**src/rtl/tmp117_i2c_target.sv**
```systemverilog
// I2C target emulating the TMP117 register map (temperature, configuration, device ID).
// SCL/SDA are synchronized and edge-detected locally; SDA is driven open-drain via o_sda_oe.
module tmp117_i2c_target #(
  parameter logic [6:0]  SLAVE_ADD    = 7'b1001000,
  parameter logic [15:0] CONFIG_RESET = 16'h0220,
  parameter logic [15:0] DEVICE_ID    = 16'h0117
) (
  input  logic        i_clk,
  input  logic        i_rst,
  input  logic        i_scl,
  input  logic        i_sda,
  output logic        o_sda_oe,
  input  logic [15:0] i_temp_data,
  input  logic        i_temp_valid,
  output logic [15:0] o_config,
  output logic        o_config_wr,
  output logic        o_busy
);

  localparam logic [3:0] IDLE     = 4'd0;
  localparam logic [3:0] ADDR     = 4'd1;
  localparam logic [3:0] ADDR_ACK = 4'd2;
  localparam logic [3:0] PTR      = 4'd3;
  localparam logic [3:0] PTR_ACK  = 4'd4;
  localparam logic [3:0] WR_DATA  = 4'd5;
  localparam logic [3:0] WR_ACK   = 4'd6;
  localparam logic [3:0] RD_DATA  = 4'd7;
  localparam logic [3:0] RD_ACK   = 4'd8;
  localparam logic [3:0] IGNORE   = 4'd9;

  logic        scl_p0, scl_p1, scl_p2;
  logic        sda_p0, sda_p1, sda_p2;
  logic        scl_rise, scl_fall, start_det, stop_det;
  logic [3:0]  state;
  logic [3:0]  bit_cnt;
  logic        rw;
  logic        byte_idx;
  logic [7:0]  shreg;
  logic [7:0]  staging;
  logic [7:0]  ptr;
  logic [15:0] temp_reg;
  logic [15:0] snap;
  logic [15:0] reg_sel;
  logic [7:0]  cur_byte;
  logic        tx_bit;

  // p0/p1: two-flop synchronizer, p2: edge-detect delay (idle bus is high)
  always_ff @(posedge i_clk) begin
    if (i_rst) begin
      scl_p0 <= 1'b1; scl_p1 <= 1'b1; scl_p2 <= 1'b1;
      sda_p0 <= 1'b1; sda_p1 <= 1'b1; sda_p2 <= 1'b1;
    end else begin
      scl_p0 <= i_scl; scl_p1 <= scl_p0; scl_p2 <= scl_p1;
      sda_p0 <= i_sda; sda_p1 <= sda_p0; sda_p2 <= sda_p1;
    end
  end

  assign scl_rise  = scl_p1 & ~scl_p2;
  assign scl_fall  = ~scl_p1 & scl_p2;
  assign start_det = scl_p1 & scl_p2 & sda_p2 & ~sda_p1;
  assign stop_det  = scl_p1 & scl_p2 & ~sda_p2 & sda_p1;

  always_comb begin
    reg_sel = 16'h0000;
    case (ptr)
      8'h00:   reg_sel = temp_reg;
      8'h01:   reg_sel = o_config;
      8'h0F:   reg_sel = DEVICE_ID;
      default: reg_sel = 16'h0000;
    endcase
  end

  assign cur_byte = byte_idx ? snap[7:0] : snap[15:8];
  assign tx_bit   = cur_byte[3'd7 - bit_cnt[2:0]];

  always_ff @(posedge i_clk) begin
    if (scl_rise && (state == ADDR || state == PTR || state == WR_DATA))
      shreg <= {shreg[6:0], sda_p1};
  end

  always_ff @(posedge i_clk) begin
    if (i_rst) begin
      state       <= IDLE;
      bit_cnt     <= 4'd0;
      rw          <= 1'b0;
      byte_idx    <= 1'b0;
      ptr         <= 8'h00;
      temp_reg    <= 16'h0000;
      o_sda_oe    <= 1'b0;
      o_config    <= CONFIG_RESET;
      o_config_wr <= 1'b0;
      o_busy      <= 1'b0;
    end else begin
      o_config_wr <= 1'b0;
      if (i_temp_valid) temp_reg <= i_temp_data;
      // Bus conditions pre-empt any bit processing in the same cycle
      if (start_det) begin
        state    <= ADDR;
        bit_cnt  <= 4'd0;
        o_sda_oe <= 1'b0;
      end else if (stop_det) begin
        state    <= IDLE;
        o_sda_oe <= 1'b0;
        o_busy   <= 1'b0;
      end else begin
        case (state)
          ADDR, PTR, WR_DATA: begin
            if (scl_rise) bit_cnt <= bit_cnt + 4'd1;
            if (scl_fall && bit_cnt == 4'd8) begin
              bit_cnt <= 4'd0;
              if (state == ADDR) begin
                rw <= shreg[0];
                if (shreg[7:1] == SLAVE_ADD) begin
                  state    <= ADDR_ACK;
                  o_sda_oe <= 1'b1;
                  o_busy   <= 1'b1;
                end else begin
                  state  <= IGNORE;
                  o_busy <= 1'b0;
                end
              end else if (state == PTR) begin
                ptr      <= shreg;
                state    <= PTR_ACK;
                o_sda_oe <= 1'b1;
              end else begin
                if (!byte_idx) staging <= shreg;
                state    <= WR_ACK;
                o_sda_oe <= 1'b1;
              end
            end
          end
          ADDR_ACK: begin
            if (scl_fall) begin
              if (rw) begin
                state    <= RD_DATA;
                snap     <= reg_sel;
                o_sda_oe <= ~reg_sel[15];
                byte_idx <= 1'b0;
              end else begin
                state    <= PTR;
                o_sda_oe <= 1'b0;
              end
            end
          end
          PTR_ACK: begin
            if (scl_fall) begin
              state    <= WR_DATA;
              o_sda_oe <= 1'b0;
              byte_idx <= 1'b0;
            end
          end
          WR_ACK: begin
            if (scl_fall) begin
              state    <= WR_DATA;
              o_sda_oe <= 1'b0;
              byte_idx <= ~byte_idx;
              // shreg still holds the LSB just acknowledged
              if (byte_idx && ptr == 8'h01) begin
                o_config    <= {staging, shreg};
                o_config_wr <= 1'b1;
              end
            end
          end
          RD_DATA: begin
            if (scl_rise) bit_cnt <= bit_cnt + 4'd1;
            if (scl_fall) begin
              if (bit_cnt == 4'd8) begin
                state    <= RD_ACK;
                bit_cnt  <= 4'd0;
                o_sda_oe <= 1'b0;
              end else begin
                o_sda_oe <= ~tx_bit;
              end
            end
          end
          RD_ACK: begin
            if (scl_rise && sda_p1) begin
              state <= IGNORE;
            end else if (scl_fall) begin
              state <= RD_DATA;
              if (!byte_idx) begin
                byte_idx <= 1'b1;
                o_sda_oe <= ~snap[7];
              end else begin
                byte_idx <= 1'b0;
                snap     <= reg_sel;
                o_sda_oe <= ~reg_sel[15];
              end
            end
          end
          IDLE, IGNORE: o_sda_oe <= 1'b0;
          default: begin
            state    <= IDLE;
            o_sda_oe <= 1'b0;
          end
        endcase
      end
    end
  end

endmodule

```
**config.mk**
```make
export PLATFORM = sky130hd
export DESIGN_NAME = tmp117_i2c_target
export DESIGN_NICKNAME = d
export VERILOG_FILES = /design/src/rtl/tmp117_i2c_target.sv
export SDC_FILE = /design/constraint.sdc
export NUM_CORES = 1
export LEC_CHECK = 0
export CAP_MARGIN = 15
export CORE_MARGIN = 1
export CORE_UTILIZATION = 45
export CTS_CLUSTER_SIZE = 25
export DETAILED_ROUTE_END_ITERATION = 10
export PLACE_DENSITY_LB_ADDON = 0.1
export SETUP_SLACK_MARGIN = 0.5
export SYNTH_ARGS = -nofsm -noshare
export SYNTH_HDL_FRONTEND = slang
export SYNTH_SLANG_ARGS = --single-unit
```
**constraint.sdc**
```tcl
create_clock -name i_clk -period 3.5 [get_ports i_clk]
set_input_delay 0.875 -clock i_clk [delete_from_list [all_inputs] [get_ports i_clk]]
set_output_delay 0.875 -clock i_clk [all_outputs]
set_load 0.02 [all_outputs]
```
## Word-level counts from Yosys, hierarchy flattened

Index checks and enable logic that the tools add are counted.

| storage, ports and cells | value |
|---|---|
| register bits | 91 |
| latch bits | 0 |
| RAM bits | 0 |
| bits in read-only memories | 0 |
| input bits | 21 |
| output and inout port bits | 19 |
| logic and storage cells | 164 |
| memories | 0 |

| cells by class | value |
|---|---|
| $add $sub $neg | 2 |
| $mul | 0 |
| divide/modulo/power cells | 0 |
| order comparisons | 1 |
| equal/unequal tests | 33 |
| shift-type cells | 0 |
| multiplexer cells | 54 |
| bitwise logic cells | 23 |
| reduce and logical (&&, ||, !) cells | 31 |

Operators with widths:

| cell | number |
|---|---|
| two-way mux 16 bit | 5 |
| two-way mux 4 bit | 13 |
| case mux 16 bit (3 select lines) | 1 |
| case mux 16 bit (2 select lines) | 1 |
| two-way mux 1 bit | 26 |
| case mux 4 bit (6 select lines) | 1 |
| AND reduction 7 bit | 3 |
| inequality test 2 bit (second input constant) | 10 |
| AND reduction 9 bit | 2 |
| == test 4 x 3 -> 1 bit (second input constant) | 4 |
| inequality test 4 bit (second input constant) | 4 |
| NOT 1 bit | 16 |
| == test 4 bit (second input constant) | 3 |
| AND reduction 5 bit | 2 |
| nonzero test 2 bit | 5 |
| inequality test 3 bit (second input constant) | 3 |
| == test 4 x 2 -> 1 bit (second input constant) | 2 |
| == test 8 x 1 -> 1 bit (second input constant) | 1 |
| == test 8 x 4 -> 1 bit (second input constant) | 1 |
| logical NOT 8 bit | 1 |
| two-way mux 8 bit | 1 |
| case mux 4 bit (2 select lines) | 1 |
| AND reduction 8 bit | 1 |
| AND 1 bit | 7 |
| other kinds (23) | 30 |

## Logic depth before layout (Yosys ltp)

| logic depth | value |
|---|---|
| depth in word-level cells | 7 |
| depth in mapped cells | 9 |
| mapped depth without buffers | 7 |

## Least setup slack after synthesis

OpenSTA, ideal clock, no wires.

| path | value |
|---|---|
| kind | input to register |
| from | input port i_rst |
| to | register snap[0] (enable) |
| library setup time | 0.419 ns |
| arrival time | 2.419 ns |
| required time | 3.081 ns |
| setup slack | 0.661 ns |
| stages on the path | 3 |
| path buffers | 0 |
| cells stage by stage | inv_1 -> nand2_1 -> a311oi_1 |

| on the way | value |
|---|---|
| word-level cells in the longest chain between the ends | 2 |

Ends and longest elaborated chain:

| item | RTL line | source |
|---|---|---|
| start, declared | 9 | `input logic i_rst,` |
| NOT 1 bit (no line) | - |  |
| AND reduction 9 bit (no line) | - |  |
| end signal, assigned | 136 | `snap <= reg_sel;` |
| end signal, assigned | 186 | `snap <= reg_sel;` |
| end, declared | 42 | `logic [15:0] snap;` |

No other way between the ends.
A chain may end at the register's enable or synchronous reset.

## Worst setup path in the final report

| path | value |
|---|---|
| from | register ptr[4] |
| to | register o_config[0] |

| on the way | value |
|---|---|
| word-level cells in the longest chain between the ends | 3 |

Ends and longest elaborated chain:

| item | RTL line | source |
|---|---|---|
| start, declared | 40 | `logic [7:0] ptr;` |
| start signal, assigned | 122 | `ptr <= shreg;` |
| == test 8 x 1 -> 1 bit | 158 | `if (byte_idx && ptr == 8'h01) begin` |
| logical AND 1 bit | 158 |  |
| AND reduction 5 bit (no line) | - |  |
| end signal, assigned | 159 | `o_config <= {staging, shreg};` |
| end, declared | 15 | `output logic [15:0] o_config,` |

No other way between the ends.

==> run_results.csv <==
group,metric,value,unit
hold_path,hp-class,"reg -> reg",
synthesis,synth_top_family_by_area,"simple AND/OR/NAND/NOR gates",
setup_path,worstPathRequired,3.73,ns
placed_design,place_congestion,0.9063,
sta,whs,0.4188,ns
synthesis,netlist_area,3958,um^2
placed_design,place_inst,506,
synthesis,yosysTopAreaCellShare,29.85,%
synthesis,syn_inst,376,
setup_path,cp_max_fo,17,
power_and_ir_drop,ir_drop,282.9,uV
route,drt_pass1_iterations,4,
global_routing,grt_pass1_wl,14120,um
sta,rsz0062_at_grt,"false",
clocking,cts_resized,0,
route,wl_per_cell,17.05,um
synthesis,synthSimpleGateAreaFrac,18.18,%
run_status,status,"completed",
clocking,root_buffer,"clkbuf_8",
route,drcViolationCount,0,
synthesis,synth_compound_gate_area_share,7.809,%
layout,areaGrowthSynthToFinish,17.07,%
route,vias,2821,
synthesis,synth_top_cell_by_area,"dfxtp_1",
route,ant_nets,0,
power_and_ir_drop,p_leak,1.647,nW
global_routing,overflow,0,
setup_path,cp_slowest_cell,"or4_4",
synthesis,yosysUniqueCellTypes,49,
job,drv_cap,0,
synthesis,ys_warn_count,0,
floorplanning,die_x,95.78,um
placed_design,place_area,4439,um^2
layout,final_area,4633,um^2
sta,setup_violations,0,
global_routing,grt_max_degree,50,
layout,antennaDiodeCount,0,
floorplanning,die-area,9174,um^2
clocking,cts.reportedPaths.clkPinSlew,0.11,ns
layout,drive_above_1_share,9.353,%
route,wirelength,8899,um
power_and_ir_drop,p_per_area,408.6,nW/um^2
sta,worst_pin_slew,0.6940,ns
global_routing,track_usage,20.81,%
synthesis,synthMuxAreaShare,15.11,%
sta,period_share,68.64,%
synthesis,synth_edf_count,32,
route,first_iter_violations,122,
synthesis,ys_top_cells_by_area,"dfxtp_1, edfxtp_1, mux2i_1, nor2_1, nand2_1",
clocking,post_cts_buffers,0,
layout,layout.cells.non_filler,522,
floorplanning,ios,40,
layout,final_nets,435,
synthesis,synth_xor_xnor_area_share,1.107,%
clocking,postCtsHoldBufs,0,
clocking,clk_path_buf_depth,2,
setup_path,cp.arrival,2.63,ns
clocking,numCtsBuffers,9,
synthesis,synth_nets,399,
setup_path,cp_cell_sequence,"or4_4 > or2_1 > nor4_4 > buf_4 > mux2i_1 > nor2_1",
power_and_ir_drop,design_power_total,1.893,mW
synthesis,ys_async_sr_fraction,0,%
global_routing,grt_pass1_vias,2662,
sta,fmax,416.3,MHz
clocking,htree_levels,3,
clocking,cts_tree,"yes",
route,via_per_inst,5.404,
sta,layout_min_cycle_time,2.402,ns
global_routing,antenna_found_initial,0,
synthesis,synth_fa_ha_area_share,0.6323,%
floorplanning,rows,33,
synthesis,ys_ff_latch,91,
clocking,clock-sinks,91,
setup_path,critPathKind,"reg -> reg",
sta,slew_headroom,53.08,%
setup_path,crit_path_start_kind,"flip-flop",
sta,setup-tns-final,0,ns
placed_design,dp_hpwl,6174,um
clocking,insertion_delay,0.37,ns
sta,fin_worst_skew,0.01665,ns
sta,drv_slew,0,
floorplanning,start_util,47.22,%
setup_path,max_stage_delay,0.53,ns
sta,hold_viol,0,
synthesis,synth_ff_type,"dfxtp_1",
placed_design,portBuffers,39,
floorplanning,coreArea,8382,um^2
floorplanning,die_h,95.78,um
synthesis,avgSynthCellArea,10.53,um^2
setup_path,endpoint_kind,"flip-flop",
synthesis,synth-seq-area-share,54.13,%
-- cells by family after synthesis --
logic type | count (synthesis)
buf+inv | 28
xor+xnor | 5
mux | 56
simple gates | 145
compound gates | 49
flops | 91
fa+ha+maj | 2
-- final cells by class --
class                   count  area [um^2]
clock buffers               9        123.9
clock inverters             7        70.07
fillers                   750         3749
inverters                   7        26.28
multi-input cells         257         1702
flip-flops and latches     91         2142
well taps                 105        131.4
repair buffers             46        437.9
-- final timing paths --
| kind | to | depth (start not counted) | slack (ns) | startpoint |
|---|---|---|---|---|
| worst max-delay path | o_config[0]$_SDFFE_PP0P_ | 6 | 1.10 | ptr[4]$_SDFFE_PP0P_ |
| worst min-delay path | sda_p1$_SDFF_PP1_ | 1 | 0.42 | sda_p0$_SDFF_PP1_ |
| worst max register to register | o_config[0]$_SDFFE_PP0P_ | 6 | 1.10 | ptr[4]$_SDFFE_PP0P_ |
| worst min register to register | sda_p1$_SDFF_PP1_ | 1 | 0.42 | sda_p0$_SDFF_PP1_ |
-- per-layer routing --
metal  GRT usage (%)  vias up  share of wire, %
li1                -     1398                 -
met5               0        -                 0
met3           5.371        7               4.7
met1           29.54     1351                49
met4           4.353        0              0.90
met2           32.08       65                45
-- worst max-delay path, delay by kind of cell (launching register included) --
family,cells,cell delay [ns]
buffers and inverters,1,0.33
flip-flops,1,0.32
multiplexers,1,0.22
AND/OR/NAND/NOR,4,1.40
-- power breakdown --
group	total (mW)	switching, mW	internal (mW)
clock network	0.696	0.418	0.278
registers	1.11	0.00967	1.10
logic	0.0845	0.0415	0.0430
-- layout by cell type (no fill, tap or decap), drive strengths merged, types with 3 or more instances in the layout --
cell           instances
mux2i                 53
xor2                   4
or3                    4
dfxtp                 59
nor2                  54
and2                   3
nor2b                  6
nor3                   5
a21oi                 20
clkinv                 4
nor3b                  3
clkbuf                 9
o21ai                 10
inv                   10
nand3                  9
or2                    8
buf                    8
and3                   3
edfxtp                32
mux4                   3
nand2                 33
clkdlybuf4s50         38
-- Yosys cell counts (all sizes together), types with 3 or more instances --
master,number
o21ai,10
clkbuf,19
nor3,5
or3,4
nor3b,3
nor2,54
a21oi,20
or2,8
and3,3
edfxtp,32
mux4,3
xor2,4
mux2i,53
nand3,9
inv,7
nor2b,6
dfxtp,59
and2,3
nand2,33
-- stage by stage --
stage | util [%] | setup slack [ns]
5_1_grt | 55.28 | 0.9394
6_report | 55.28 | 1.098
4_1_cts | 55.28 | 1.096
3_5_place_dp | 52.96 | 0.9386
2_1_floorplan | - | 0.6613
3_3_place_gp | 52.96 | 0.8808
(Power assumes the default switching activity.)
